===== config.mk =====
export PLATFORM = sky130hd
export DESIGN_NAME = reg_scoreboard_flat
export DESIGN_NICKNAME = d
export VERILOG_FILES = /design/src/rtl/reg_scoreboard_if.sv /design/src/rtl/reg_scoreboard.sv /design/src/flat_wrapper.sv
export SDC_FILE = /design/constraint.sdc
export NUM_CORES = 1
export LEC_CHECK = 0
export ABC_AREA = 1
export BUFFER_PORTS_ARGS = -buffer_cell sky130_fd_sc_hd__buf_2
export CORE_MARGIN = 2
export CORE_UTILIZATION = 60
export DETAILED_ROUTE_END_ITERATION = 6
export GPL_ROUTABILITY_DRIVEN = 0
export GPL_TIMING_DRIVEN = 0
export PLACE_DENSITY = 0.8
export SLEW_MARGIN = 0
export SYNTH_ARGS = -nofsm -noshare
export SYNTH_HDL_FRONTEND = slang
export SYNTH_SLANG_ARGS = --single-unit

===== constraint.sdc =====
create_clock -name clk -period 5.6 [get_ports clk]
set_input_delay 0.84 -clock clk [delete_from_list [all_inputs] [get_ports clk]]
set_output_delay 0.84 -clock clk [all_outputs]
set_load 0.02 [all_outputs]

===== src/rtl/reg_scoreboard_if.sv =====
// Scoreboard bundle: issue/read/write enables from the ID decoder, write-back releases,
// and the hazard/busy status returned to the issue logic.
interface reg_scoreboard_if #(
    parameter int unsigned REG_ADDR_WIDTH = 5,
    parameter int unsigned NUM_READ_PORTS = 2,
    parameter int unsigned NUM_WB_PORTS   = 2
);
    logic                                     flush;
    logic                                     issue_valid;
    logic                                     issue_ready;
    logic [NUM_READ_PORTS-1:0]                read_en;
    logic [NUM_READ_PORTS*REG_ADDR_WIDTH-1:0] read_addr;
    logic                                     write_en;
    logic [REG_ADDR_WIDTH-1:0]                write_addr;
    logic [NUM_WB_PORTS-1:0]                  wb_valid;
    logic [NUM_WB_PORTS*REG_ADDR_WIDTH-1:0]   wb_addr;
    logic                                     stall;
    logic [(1<<REG_ADDR_WIDTH)-1:0]           busy_mask;
    logic                                     underflow_err;

    modport master (
        output flush, issue_valid, read_en, read_addr, write_en, write_addr, wb_valid, wb_addr,
        input  issue_ready, stall, busy_mask, underflow_err
    );

    modport slave (
        input  flush, issue_valid, read_en, read_addr, write_en, write_addr, wb_valid, wb_addr,
        output issue_ready, stall, busy_mask, underflow_err
    );
endinterface


===== src/rtl/reg_scoreboard.sv =====
// ID-stage register scoreboard: saturating per-register pending-write counters that hold
// issue on RAW hazards or counter saturation, released by write-back ports.
module reg_scoreboard #(
    parameter int unsigned REG_ADDR_WIDTH = 5,
    parameter int unsigned NUM_READ_PORTS = 2,
    parameter int unsigned NUM_WB_PORTS   = 2,
    parameter int unsigned CNT_WIDTH      = 2
) (
    input logic           clk,
    input logic           rst,
    reg_scoreboard_if.slave sb_if
);
    localparam int unsigned NumRegs = 1 << REG_ADDR_WIDTH;
    // Wide enough for cnt + 1 and up to NUM_WB_PORTS releases without wrap.
    localparam int unsigned ExtW    = CNT_WIDTH + $clog2(NUM_WB_PORTS + 1) + 1;

    logic [CNT_WIDTH-1:0] cnt_q [NumRegs];
    logic [CNT_WIDTH-1:0] cnt_d [NumRegs];
    logic                 uf_q, uf_d;

    logic                      hazard_raw, hazard_sat, hazard, fire, uf_set;
    logic [REG_ADDR_WIDTH-1:0] rd_addr;
    logic [ExtW-1:0]           inc, dec, sum;
    logic [NumRegs-1:0]        busy;

    always_comb begin
        hazard_raw = 1'b0;
        rd_addr    = '0;
        for (int unsigned k = 0; k < NUM_READ_PORTS; k++) begin
            rd_addr = sb_if.read_addr[k*REG_ADDR_WIDTH +: REG_ADDR_WIDTH];
            if (sb_if.read_en[k] && (rd_addr != '0) && (cnt_q[rd_addr] != '0)) begin
                hazard_raw = 1'b1;
            end
        end
        hazard_sat = sb_if.write_en && (sb_if.write_addr != '0) &&
                     (cnt_q[sb_if.write_addr] == {CNT_WIDTH{1'b1}});
        hazard     = hazard_raw | hazard_sat;
    end

    assign sb_if.issue_ready = ~rst & ~hazard;
    assign sb_if.stall       = ~rst & sb_if.issue_valid & hazard;
    assign fire              = sb_if.issue_valid & sb_if.issue_ready;

    always_comb begin
        cnt_d  = cnt_q;
        uf_set = 1'b0;
        inc    = '0;
        dec    = '0;
        sum    = '0;
        for (int unsigned i = 1; i < NumRegs; i++) begin
            inc = (fire && sb_if.write_en && (sb_if.write_addr == REG_ADDR_WIDTH'(i))) ?
                  ExtW'(1) : '0;
            dec = '0;
            for (int unsigned j = 0; j < NUM_WB_PORTS; j++) begin
                if (sb_if.wb_valid[j] &&
                    (sb_if.wb_addr[j*REG_ADDR_WIDTH +: REG_ADDR_WIDTH] == REG_ADDR_WIDTH'(i))) begin
                    dec = dec + ExtW'(1);
                end
            end
            sum = ExtW'(cnt_q[i]) + inc;
            if (dec > sum) begin
                cnt_d[i] = '0;
                uf_set   = 1'b1;
            end else begin
                cnt_d[i] = CNT_WIDTH'(sum - dec);
            end
        end
        cnt_d[0] = '0;
        // Flush discards everything in flight, including this cycle's issue and releases.
        if (sb_if.flush) begin
            cnt_d  = '{default: '0};
            uf_set = 1'b0;
        end
        uf_d = uf_q | uf_set;
    end

    always_ff @(posedge clk) begin
        if (rst) begin
            cnt_q <= '{default: '0};
            uf_q  <= 1'b0;
        end else begin
            cnt_q <= cnt_d;
            uf_q  <= uf_d;
        end
    end

    always_comb begin
        busy = '0;
        for (int unsigned i = 1; i < NumRegs; i++) begin
            busy[i] = (cnt_q[i] != '0);
        end
    end

    assign sb_if.busy_mask     = busy;
    assign sb_if.underflow_err = uf_q;
endmodule


===== src/flat_wrapper.sv =====
// flat-port wrapper written by rule: the top's interface ports become plain ports
module reg_scoreboard_flat 
#(
    parameter int unsigned REG_ADDR_WIDTH = 5,
    parameter int unsigned NUM_READ_PORTS = 2,
    parameter int unsigned NUM_WB_PORTS   = 2,
    parameter int unsigned CNT_WIDTH      = 2
)
  (clk, rst, sb_if_flush, sb_if_issue_valid, sb_if_read_en, sb_if_read_addr, sb_if_write_en, sb_if_write_addr, sb_if_wb_valid, sb_if_wb_addr, sb_if_issue_ready, sb_if_stall, sb_if_busy_mask, sb_if_underflow_err);
  reg_scoreboard_if #(.REG_ADDR_WIDTH(REG_ADDR_WIDTH), .NUM_READ_PORTS(NUM_READ_PORTS), .NUM_WB_PORTS(NUM_WB_PORTS)) sb_if_i ();
  input logic clk;
  input logic rst;
  input wire logic [$bits(sb_if_i.flush)-1:0] sb_if_flush;
  input wire logic [$bits(sb_if_i.issue_valid)-1:0] sb_if_issue_valid;
  input wire logic [$bits(sb_if_i.read_en)-1:0] sb_if_read_en;
  input wire logic [$bits(sb_if_i.read_addr)-1:0] sb_if_read_addr;
  input wire logic [$bits(sb_if_i.write_en)-1:0] sb_if_write_en;
  input wire logic [$bits(sb_if_i.write_addr)-1:0] sb_if_write_addr;
  input wire logic [$bits(sb_if_i.wb_valid)-1:0] sb_if_wb_valid;
  input wire logic [$bits(sb_if_i.wb_addr)-1:0] sb_if_wb_addr;
  output wire logic [$bits(sb_if_i.issue_ready)-1:0] sb_if_issue_ready;
  output wire logic [$bits(sb_if_i.stall)-1:0] sb_if_stall;
  output wire logic [$bits(sb_if_i.busy_mask)-1:0] sb_if_busy_mask;
  output wire logic [$bits(sb_if_i.underflow_err)-1:0] sb_if_underflow_err;
  assign sb_if_i.flush = sb_if_flush;
  assign sb_if_i.issue_valid = sb_if_issue_valid;
  assign sb_if_i.read_en = sb_if_read_en;
  assign sb_if_i.read_addr = sb_if_read_addr;
  assign sb_if_i.write_en = sb_if_write_en;
  assign sb_if_i.write_addr = sb_if_write_addr;
  assign sb_if_i.wb_valid = sb_if_wb_valid;
  assign sb_if_i.wb_addr = sb_if_wb_addr;
  assign sb_if_issue_ready = sb_if_i.issue_ready;
  assign sb_if_stall = sb_if_i.stall;
  assign sb_if_busy_mask = sb_if_i.busy_mask;
  assign sb_if_underflow_err = sb_if_i.underflow_err;
  reg_scoreboard #(.REG_ADDR_WIDTH(REG_ADDR_WIDTH), .NUM_READ_PORTS(NUM_READ_PORTS), .NUM_WB_PORTS(NUM_WB_PORTS), .CNT_WIDTH(CNT_WIDTH)) u_core (.clk(clk), .rst(rst), .sb_if(sb_if_i));
endmodule

# [Word level (Yosys, flattened, before mapping)]
# Cells that the tools add are included.
[word_totals] register_bits=65 input_bits=34 word_cells=568
[classes] addsub=93 n_lt_le_gt_ge=34 n_eq_ne=94 n_mux=136 bitwise=11 n_reduce_logical=167
[op_table] operator="$eq 5x5->1 const B" n=48
[op_table] operator="$gt 2x5->1" n=31
[op_table] operator="$eq 5x4->1 const B" n=24
[op_table] operator="$logic_and 1x1->1" n=100
[op_table] operator="$mux 1" n=96
[op_table] operator="$add 2x1->3" n=31
[op_table] operator="$reduce_or 3->1" n=31
[op_table] operator="$mux 2" n=37
[op_table] operator="$reduce_bool 2->1" n=33
[op_table] operator="$add 1x1->2 const B" n=31
[op_table] operator="$sub 2x2->2" n=31
[op_table] operator="$eq 5x3->1 const B" n=12
[op_table] operator="$bmux 2 s5" n=3
[op_table] operator="$eq 5x2->1 const B" n=6
[op_table] operator="$ge 6x6->1 const B" n=3
[op_table] operator="$not 5->6" n=3
[op_table] operator="$eq 5x1->1 const B" n=3
[op_table] operator="$reduce_bool 5->1" n=3
[op_table] operator="$and 1x1->1" n=4
[op_table] operator="$eq 2x2->1 const B" n=1
[op_table] operator="$not 1->1" n=2
[op_table] operator="$or 1x1->1" n=2

# [Logic depth before layout (Yosys ltp)]
# Gate-level depths: netlist of run 1.
[logic_depth] ltp_word=50 ltp_mapped=31 ltp_nobuf=29

# [Worst setup path before layout of run 1]
# Ideal clock, no wire load.
[synth_timing] path_kind="input -> register" start="input sb_if_write_addr[1]" end="register u_core.uf_q (netlist: u_core.sb_if.underflow_err)" setup_time_ns=0.113 t_arrival_ns=3.732 t_required_ns=5.487 slack_ns=1.756 cell_stages=26 path_buffers=3 path_cell_list="buf_2 clkbuf_1 nand2_1 nand2_1 nand2_1 nand2_1 o21ai_0 nand2_1 nand3_4 nand4_4 buf_6 nor2_2 ha_1 ha_1 inv_1 ha_1 inv_1 nor2_1 o21ai_0 nand4_1 nor2_1 nand2_1 nor3_1 nand2_1 nand2_1 nand2_1"
[synth_between] elab_chain_cells=48
[synth_lines] element="start, declared" line="flat_wrapper.sv:18" rtl="input wire logic [$bits(sb_if_i.write_addr)-1:0] sb_if_write_addr;"
[synth_lines] element="$not 5->6 (not written as such)" line="reg_scoreboard.sv:36" rtl="(cnt_q[sb_if.write_addr] == {CNT_WIDTH{1'b1}});"
[synth_lines] element="$bmux 2 s5" line="reg_scoreboard.sv:36"
[synth_lines] element="$mux 2 (not written as such) (2 in a row)" line="reg_scoreboard.sv:36"
[synth_lines] element="$eq 2x2->1" line="reg_scoreboard.sv:36"
[synth_lines] element="$logic_and 1x1->1" line="reg_scoreboard.sv:35" rtl="hazard_sat = sb_if.write_en && (sb_if.write_addr != '0) &&"
[synth_lines] element="$or 1x1->1" line="reg_scoreboard.sv:37" rtl="hazard = hazard_raw | hazard_sat;"
[synth_lines] element="$not 1->1" line="reg_scoreboard.sv:40" rtl="assign sb_if.issue_ready = ~rst & ~hazard;"
[synth_lines] element="$and 1x1->1" line="reg_scoreboard.sv:40"
[synth_lines] element="$and 1x1->1" line="reg_scoreboard.sv:42" rtl="assign fire = sb_if.issue_valid & sb_if.issue_ready;"
[synth_lines] element="$logic_and 1x1->1 (2 in a row)" line="reg_scoreboard.sv:51" rtl="inc = (fire && sb_if.write_en && (sb_if.write_addr == REG_ADDR_WIDTH'(i))) ?"
[synth_lines] element="$mux 1" line="reg_scoreboard.sv:51"
[synth_lines] element="$add 2x1->3" line="reg_scoreboard.sv:60" rtl="sum = ExtW'(cnt_q[i]) + inc;"
[synth_lines] element="$gt 2x5->1" line="reg_scoreboard.sv:61" rtl="if (dec > sum) begin"
[synth_lines] element="$mux 1 (30 in a row)" line="reg_scoreboard.sv:61"
[synth_lines] element="$mux 1 (*)" line="reg_scoreboard.sv:61"
[synth_lines] element="$mux 1 (*)" line="reg_scoreboard.sv:70" rtl="if (sb_if.flush) begin"
[synth_lines] element="$or 1x1->1 (*)" line="reg_scoreboard.sv:74" rtl="uf_d = uf_q | uf_set;"
[synth_lines] element="end signal, assigned" line="reg_scoreboard.sv:83" rtl="uf_q <= uf_d;"
[synth_lines] element="end, declared" line="reg_scoreboard.sv:19" rtl="logic uf_q, uf_d;"
# Every way passes the cells marked *; elsewhere a longest branch is shown, timed or not. The select of a mux whose other input is x is not followed.
# A chain may end at the register's enable or synchronous reset.

# [Worst setup path in the final report of run 1]
# Ends and elaborated chain as after synthesis.

==> qor.txt, run 1 <==
FFs w/ async S/R, synth -> 0%
Reg power frac -> 35.7%
First-pass GRT wire length -> 37210 um
Fin worst setup slack -> 0.8574 ns
Cell area after synthesis -> 7704 um^2
Buf+Inv Stages, Crit Path -> 5
CP max-delay cell -> clkbuf_1
Num ports -> 69
Clk_lat worst skew -> 0.35 ns
DRC errors left -> 0
Width of the die -> 117.3 um
Final hold violations -> 0
Die height -> 117.3 um
Area of the multi-input gates -> 5469 um^2
Layout cells sized above 1 -> 8.618%
Post-cts gate resize count -> 0
Core area -> 12570 um^2
WS Path Type -> in2reg
Yosys cell types -> 27
FF+latch count, synth -> 63
PortBufs -> 64
LEAKAGE -> 4.781 nW
Total Wirelength -> 23110 um
Crit path max-delay family -> simple AND/OR/NAND/NOR gates
Min cycle time layout -> 4.743 ns
Combinational fraction of design power -> 18.1%
Remaining Overflow, GRT -> 0
Routed length per instance -> 15.83 um
Worst EP arrival -> 4.99 ns
VDD IR-drop max -> 0.0001113 V
Setup TNS -> 0 ns
Pin count of the biggest net entering global routing -> 12
Hold Path Class -> reg2reg
Worst-margin pin slew -> 0.8226 ns
Area growth, synth to finish -> 10.98%
Pint -> 0.0008947 W
Dpl cell area -> 8239 um^2
Hold Buf Count CTS -> 0
Initial Util -> 61.29%
Register area -> 1261 um^2
Post-synth EDFFs -> 0
Clock network fraction of design power -> 46.2%
Die area -> 13760 um^2
Post-Synthesis Net Count -> 1428
CP required -> 5.85 ns
Final period util -> 84.69%
CP Capture Type -> flip-flop
Global-route usage over all layers -> 34.51%
Max-cap viol count -> 0
Antenna cells -> 0
Crit path largest cell delay -> 0.46 ns
Post-CTS Setup Repair Bufs -> 0
Pre-Repair DR Iteration Count -> 7
Vias -> 7886
CTS Buf Count -> 9
Root Driver -> clkbuf_16
Cells after Synth -> 1208
Clk sinks -> 63
Setup violators final -> 0
Setup slack at placement -> 0.6827 ns
Placed Cells -> 1444
Core Rows -> 41
Startpoint Class -> primary input
Via density per instance -> 5.401
Number of global-route vias before repair -> 7532
Switching share of power -> 30.37%
Clock buffer depth -> 2
CTS tree -> yes
PD cells -> 150.3 nW/um^2
Overall Power -> 0.001285 W
Finished Cell Area -> 8549 um^2
Cell mode on critical path -> nand2_1
Mean Syn Cell Area -> 6.377 um^2
Filler cells -> 1179
Fin Clk Skew -> 0.008960 ns
Synthesis Warnings -> 0
Initial antenna violation count -> 0
Fmax -> 0.2109 GHz
# nets final -> 1503
Non-filler cells in the finished layout -> 1460
Slew Viols, Final -> 0
Outcome -> complete, no violations
Detailed Route Iter0 Violations -> 810
Post-synth top flop -> dfxtp_1
Reg clk slew, reported paths -> 0.06 ns
Unrepaired setup endpoints after global routing -> no
Psw -> 0.0003903 W
Hpwl dp -> 19150 um
Crit Path Max Fanout -> 10
H-tree Lvls -> 3
Seq/Total Area, Yosys -> 16.37%
Antenna viol nets, final -> 0
Rel. slew slack -> 45.16%
==> synthesized netlist by cell type, types with 3 or more instances <==
cell type	count	area share, %
o21ai_0	35	2.3
nand3_1	54	3.5
nand4_1	6	0.49
inv_1	222	11
buf_2	4	0.26
inv_2	5	0.24
o21a_1	3	0.29
o21ai_1	12	0.78
buf_6	4	0.58
buf_4	3	0.29
nor3_1	4	0.26
nand2_1	258	13
clkbuf_1	8	0.39
xor2_1	31	3.5
ha_1	186	30
a21oi_1	39	2.5
a211oi_1	5	0.49
nor2_1	246	12
nor2_2	12	0.97
dfxtp_1	63	16
==> final timing paths <==
check / slack, ns / start / depth (start not counted) / to
max: 0.86 / sb_if_write_addr[1] / 26 / u_core.sb_if.underflow_err$_SDFF_PP0_
min: 0.45 / u_core.sb_if.underflow_err$_SDFF_PP0_ / 2 / u_core.sb_if.underflow_err$_SDFF_PP0_
max reg2reg: 1.29 / u_core.cnt_q[51]$_SDFF_PP0_ / 26 / u_core.sb_if.underflow_err$_SDFF_PP0_
min reg2reg: 0.45 / u_core.sb_if.underflow_err$_SDFF_PP0_ / 2 / u_core.sb_if.underflow_err$_SDFF_PP0_
==> power by group through the flow <==
stage          Sequential [W]  Clock (W)  Combinational [W]
2_1_floorplan        0.000468          0           0.000145
3_3_place_gp         0.000468          0           0.000221
3_5_place_dp         0.000468          0           0.000224
4_1_cts              0.000459   0.000595           0.000226
5_1_grt              0.000459   0.000618           0.000255
6_report             0.000459   0.000593           0.000233
==> registers in the layout, indices dropped and copies added, names as in the netlist <==
name                        cells
u_core.cnt_q                   62
u_core.sb_if.underflow_err      1
==> per-layer routing <==
layer,vias up,wire [um],GRT usage (%)
met2,393,10300,56.87
met4,0,1302,17.70
met3,89,2367,7.344
met5,-,0,0
met1,3513,9140,42.39
li1,3891,-,-
==> cell usage in the layout (no fill, tap or decap) <==
master	synthesis	final
clkbuf_1	8	9
clkbuf_8	0	2
buf_6	4	4
xor2_1	31	31
clkinv_4	0	1
o21ai_1	12	12
o41ai_1	1	1
dfxtp_1	63	63
nand4_1	6	6
nand4_4	2	2
bufinv_16	0	1
nand3_4	1	1
ha_1	186	186
or2_2	1	1
nor3_1	4	4
nor2_2	12	12
o21a_1	3	3
a211oi_1	5	5
conb_1	1	1
inv_1	222	222
clkbuf_16	0	9
clkinvlp_4	0	2
o21ai_0	35	35
nand3_1	54	54
and2_1	1	1
a21oi_1	39	39
clkinv_1	1	1
buf_4	3	3
nor2_1	246	246
nand2_1	258	258
buf_2	4	68
inv_2	5	5
==> layout make-up <==
class	instances	share of cell area [%]
multi-input cells	898	63.97
repair buffers	64	3.747
clock buffers	12	3.000
inverters	228	10.01
clock inverters	4	0.6293
well taps	172	2.517
plain buffers	19	1.376
flip-flops and latches	63	14.75
==> stage by stage <==
step           utilization, %  hold WS (ns)
4_1_cts                 68.02        0.4526
3_5_place_dp            65.55        0.4417
2_1_floorplan               -        0.5262
5_1_grt                 68.02        0.4657
3_3_place_gp            65.55        0.4390
6_report                68.02        0.4526
==> tightest hold or removal path: stages, from the launching register on <==
cell	delay (ns)
dfxtp_1	0.31
nand2_1	0.06
nand2_1	0.04
==> cell families after synthesis <==
logic type,Yosys count,synth area share [%]
XOR/XNOR,31,3.524
AO/OA/AOI/OAI,95,6.481
flip-flops,63,16.37
AND/OR/NAND/NOR,585,30.73
other,1,0.04868
adder cells (fa/ha/maj),186,30.21
buffers and inverters,247,12.64
No activity file was read; power rests on OpenSTA's default activity.
==> inputs of run 2 (changes only) <==
ABC_AREA = 0   (was 1)
CORE_UTILIZATION = 56   (was 60)
PLACE_DENSITY = 0.79   (was 0.8)
clock period = 4.25 ns   (was 5.6 ns; I/O delays follow)
==> run 2 against run 1 <==
The run now ends with negative setup slack left. Sequential cell count did not move. Routed wire length rose by 3.0%. Setup slack worse by 1.2 ns. Die area grew 2.0%. Sequential share of layout area fell by 0.40 points. Non-clock buffer count rose by 13. Synthesized cell count fell by 25%. Global-route usage down 2.8 points. Largest power group unchanged.
==> qor.txt, run 2 <==
Antenna cells -> 0
Worst-margin pin slew -> 0.8631 ns
Clk_lat worst skew -> 0.35 ns
LEAKAGE -> 4.123 nW
Post-Synthesis Net Count -> 1132
WS Path Type -> reg2reg
Setup slack at placement -> -0.9673 ns
Fmax -> 0.2189 GHz
Post-synth top flop -> dfxtp_1
Post-synth EDFFs -> 0
Max-cap viol count -> 0
Failing checks -> negative setup slack
Initial Util -> 57.68%
Hold Buf Count CTS -> 0
H-tree Lvls -> 3
Width of the die -> 118.5 um
PD cells -> 193.6 nW/um^2
Final period util -> 107.5%
Antenna viol nets, final -> 0
Mean Syn Cell Area -> 8.046 um^2
Yosys cell types -> 52
Synthesis Warnings -> 0
PortBufs -> 63
Total Wirelength -> 23800 um
# nets final -> 1212
Area growth, synth to finish -> 22.95%
Min cycle time layout -> 4.568 ns
Remaining Overflow, GRT -> 0
CP required -> 4.49 ns
Most frequent cell after synthesis -> ha_1
Global-route usage over all layers -> 31.72%
Filler cells -> 980
Die height -> 118.5 um
Slew Viols, Final -> 0
Fin Clk Skew -> 0.008278 ns
Commonest cells after routing, fill and taps aside -> 147 x nor2_1, 147 x ha_1, 103 x inv_1
Clock buffer depth -> 2
Finished Cell Area -> 9022 um^2
Fin worst setup slack -> -0.3176 ns
Area contributors post-synth -> ha_1 32%, dfxtp_1 17%, nor2_1 7.5%
CP Capture Type -> flip-flop
CTS tree -> yes
Overall Power -> 0.001747 W
Cell mode on critical path -> ha_1
Num ports -> 69
Synth area leader -> ha_1
Core area -> 12720 um^2
Hold Path Class -> reg2reg
Core Rows -> 41
Unrepaired setup endpoints after global routing -> yes
Register area -> 1295 um^2
Initial antenna violation count -> 0
Number of global-route vias before repair -> 6596
Outcome -> complete, but fails checks
WHS -> 0.4843 ns
Startpoint Class -> flip-flop
Reg clk slew, reported paths -> 0.06 ns
Final core utilization -> 70.92%
CTS Buf Count -> 9
Cell area after synthesis -> 7338 um^2
Detailed Route Iter0 Violations -> 748
Pin count of the biggest net entering global routing -> 11
Vias -> 7130
Post-synth top cells -> 186 x ha_1, 147 x nor2_1, 115 x inv_1
Via density per instance -> 6.099
Pre-Repair DR Iteration Count -> 7
Crit path largest cell delay -> 0.52 ns
CP max-delay cell -> mux4_2
FFs w/ async S/R, synth -> 0%
Number of flip-flops under the largest register name -> 62
Crit Path Max Fanout -> 5
Layout cells sized above 1 -> 28.08%
Clk sinks -> 63
Dpl cell area -> 8172 um^2
Hpwl dp -> 17490 um
DRC errors left -> 0
Die area -> 14040 um^2
Setup violators final -> 1
VDD IR-drop max -> 0.0001862 V
Area of the multi-input gates -> 6155 um^2
FF+latch count, synth -> 63
Rel. slew slack -> 42.46%
Root Driver -> clkbuf_16
Cells after Synth -> 912
Worst EP arrival -> 4.81 ns
Routed length per instance -> 20.36 um
Biggest register -> u_core.cnt_q
Final hold violations -> 0
Top cell type's share of synthesized area -> 31.71%
First-pass GRT wire length -> 34530 um
Worst-path cell chain -> nor2_1, mux4_2, mux4_2, a2111oi_4, a211o_4, clkbuf_16, nor3_4, ha_1, ha_1, inv_1, ha_1, nor2b_1, o21ai_2, nand4_1, nor4_4, a21oi_2, o21ba_2
Seq/Total Area, Yosys -> 17.19%
[run 2: changes by cell type after synthesis, moves of 33 or more]
cell / change
nand2_1: -205
inv_1: -107
nor2_1: -99
nor2b_1: +44
nand3_1: -38
nor3_1: +33
[run 2: cells by family after synthesis]
kind of cell | synth area share [%]
AND/OR/NAND/NOR | 23.63
adder cells (fa/ha/maj) | 31.71
buffers and inverters | 7.894
AO/OA/AOI/OAI | 8.065
flip-flops | 17.19
XOR/XNOR | 3.700
multiplexers | 7.758
other | 0.05110
[run 2: path summary, 6_finish.rpt]
path                                    startpoint                                    end  slack (ns)  cells past startpoint
max                    u_core.cnt_q[60]$_SDFF_PP0_  u_core.sb_if.underflow_err$_SDFF_PP0_       -0.32                     17
min          u_core.sb_if.underflow_err$_SDFF_PP0_  u_core.sb_if.underflow_err$_SDFF_PP0_        0.48                      1
max reg2reg            u_core.cnt_q[60]$_SDFF_PP0_  u_core.sb_if.underflow_err$_SDFF_PP0_       -0.32                     17
min reg2reg  u_core.sb_if.underflow_err$_SDFF_PP0_  u_core.sb_if.underflow_err$_SDFF_PP0_        0.48                      1
[run 2: layout make-up]
| cell class | instances | share of cell area, % |
|---|---|---|
| clock inverter | 4 | 0.4992 |
| clock buffer | 12 | 2.732 |
| sequential | 63 | 14.35 |
| buffer | 27 | 2.455 |
| multi-input combinational | 707 | 68.22 |
| inverter | 115 | 4.784 |
| timing repair buffer | 69 | 4.576 |
| tap | 172 | 2.385 |
[run 2: through the flow]
step,instances,TNS [ns]
finish,1169,-0.3176
global route,1169,-0.3589
CTS,1164,-0.1350
detailed placement,1147,-5.619
global placement,1147,-5.550
floorplan,912,0
[run 2: routing by layer]
layer	vias up	wire length [um]	global-route usage, %
li1	3267	-	-
met1	3304	9392	41.57
met2	460	10660	49.64
met3	99	2603	6.757
met4	0	1141	15.18
met5	-	0	0
[run 2: power breakdown]
group	internal [W]	leakage, nW	total, W	switching, W
sequential	0.000597	0.521	0.000607	0.00000929
clock	0.000467	0.146	0.000754	0.000287
combinational	0.000150	3.46	0.000386	0.000236
[run 2: critical path, delay by kind of cell, from the launching register on]
kind	cells	cell delay, ns
and+or+nand+nor	5	0.80
DFF	1	0.38
AOI/OAI and AO/OA	5	1.24
muxes	2	0.99
buffers and inverters	2	0.22
adders and majority gates	3	0.83
[run 2: repair_timing]
item | in CTS | in global routing
setup endpoints to repair | 1 | 1
cloned | 0 | 4
buffers inserted | 1 | 2
resized for setup | 42 | 77
pin swaps | 9 | 38
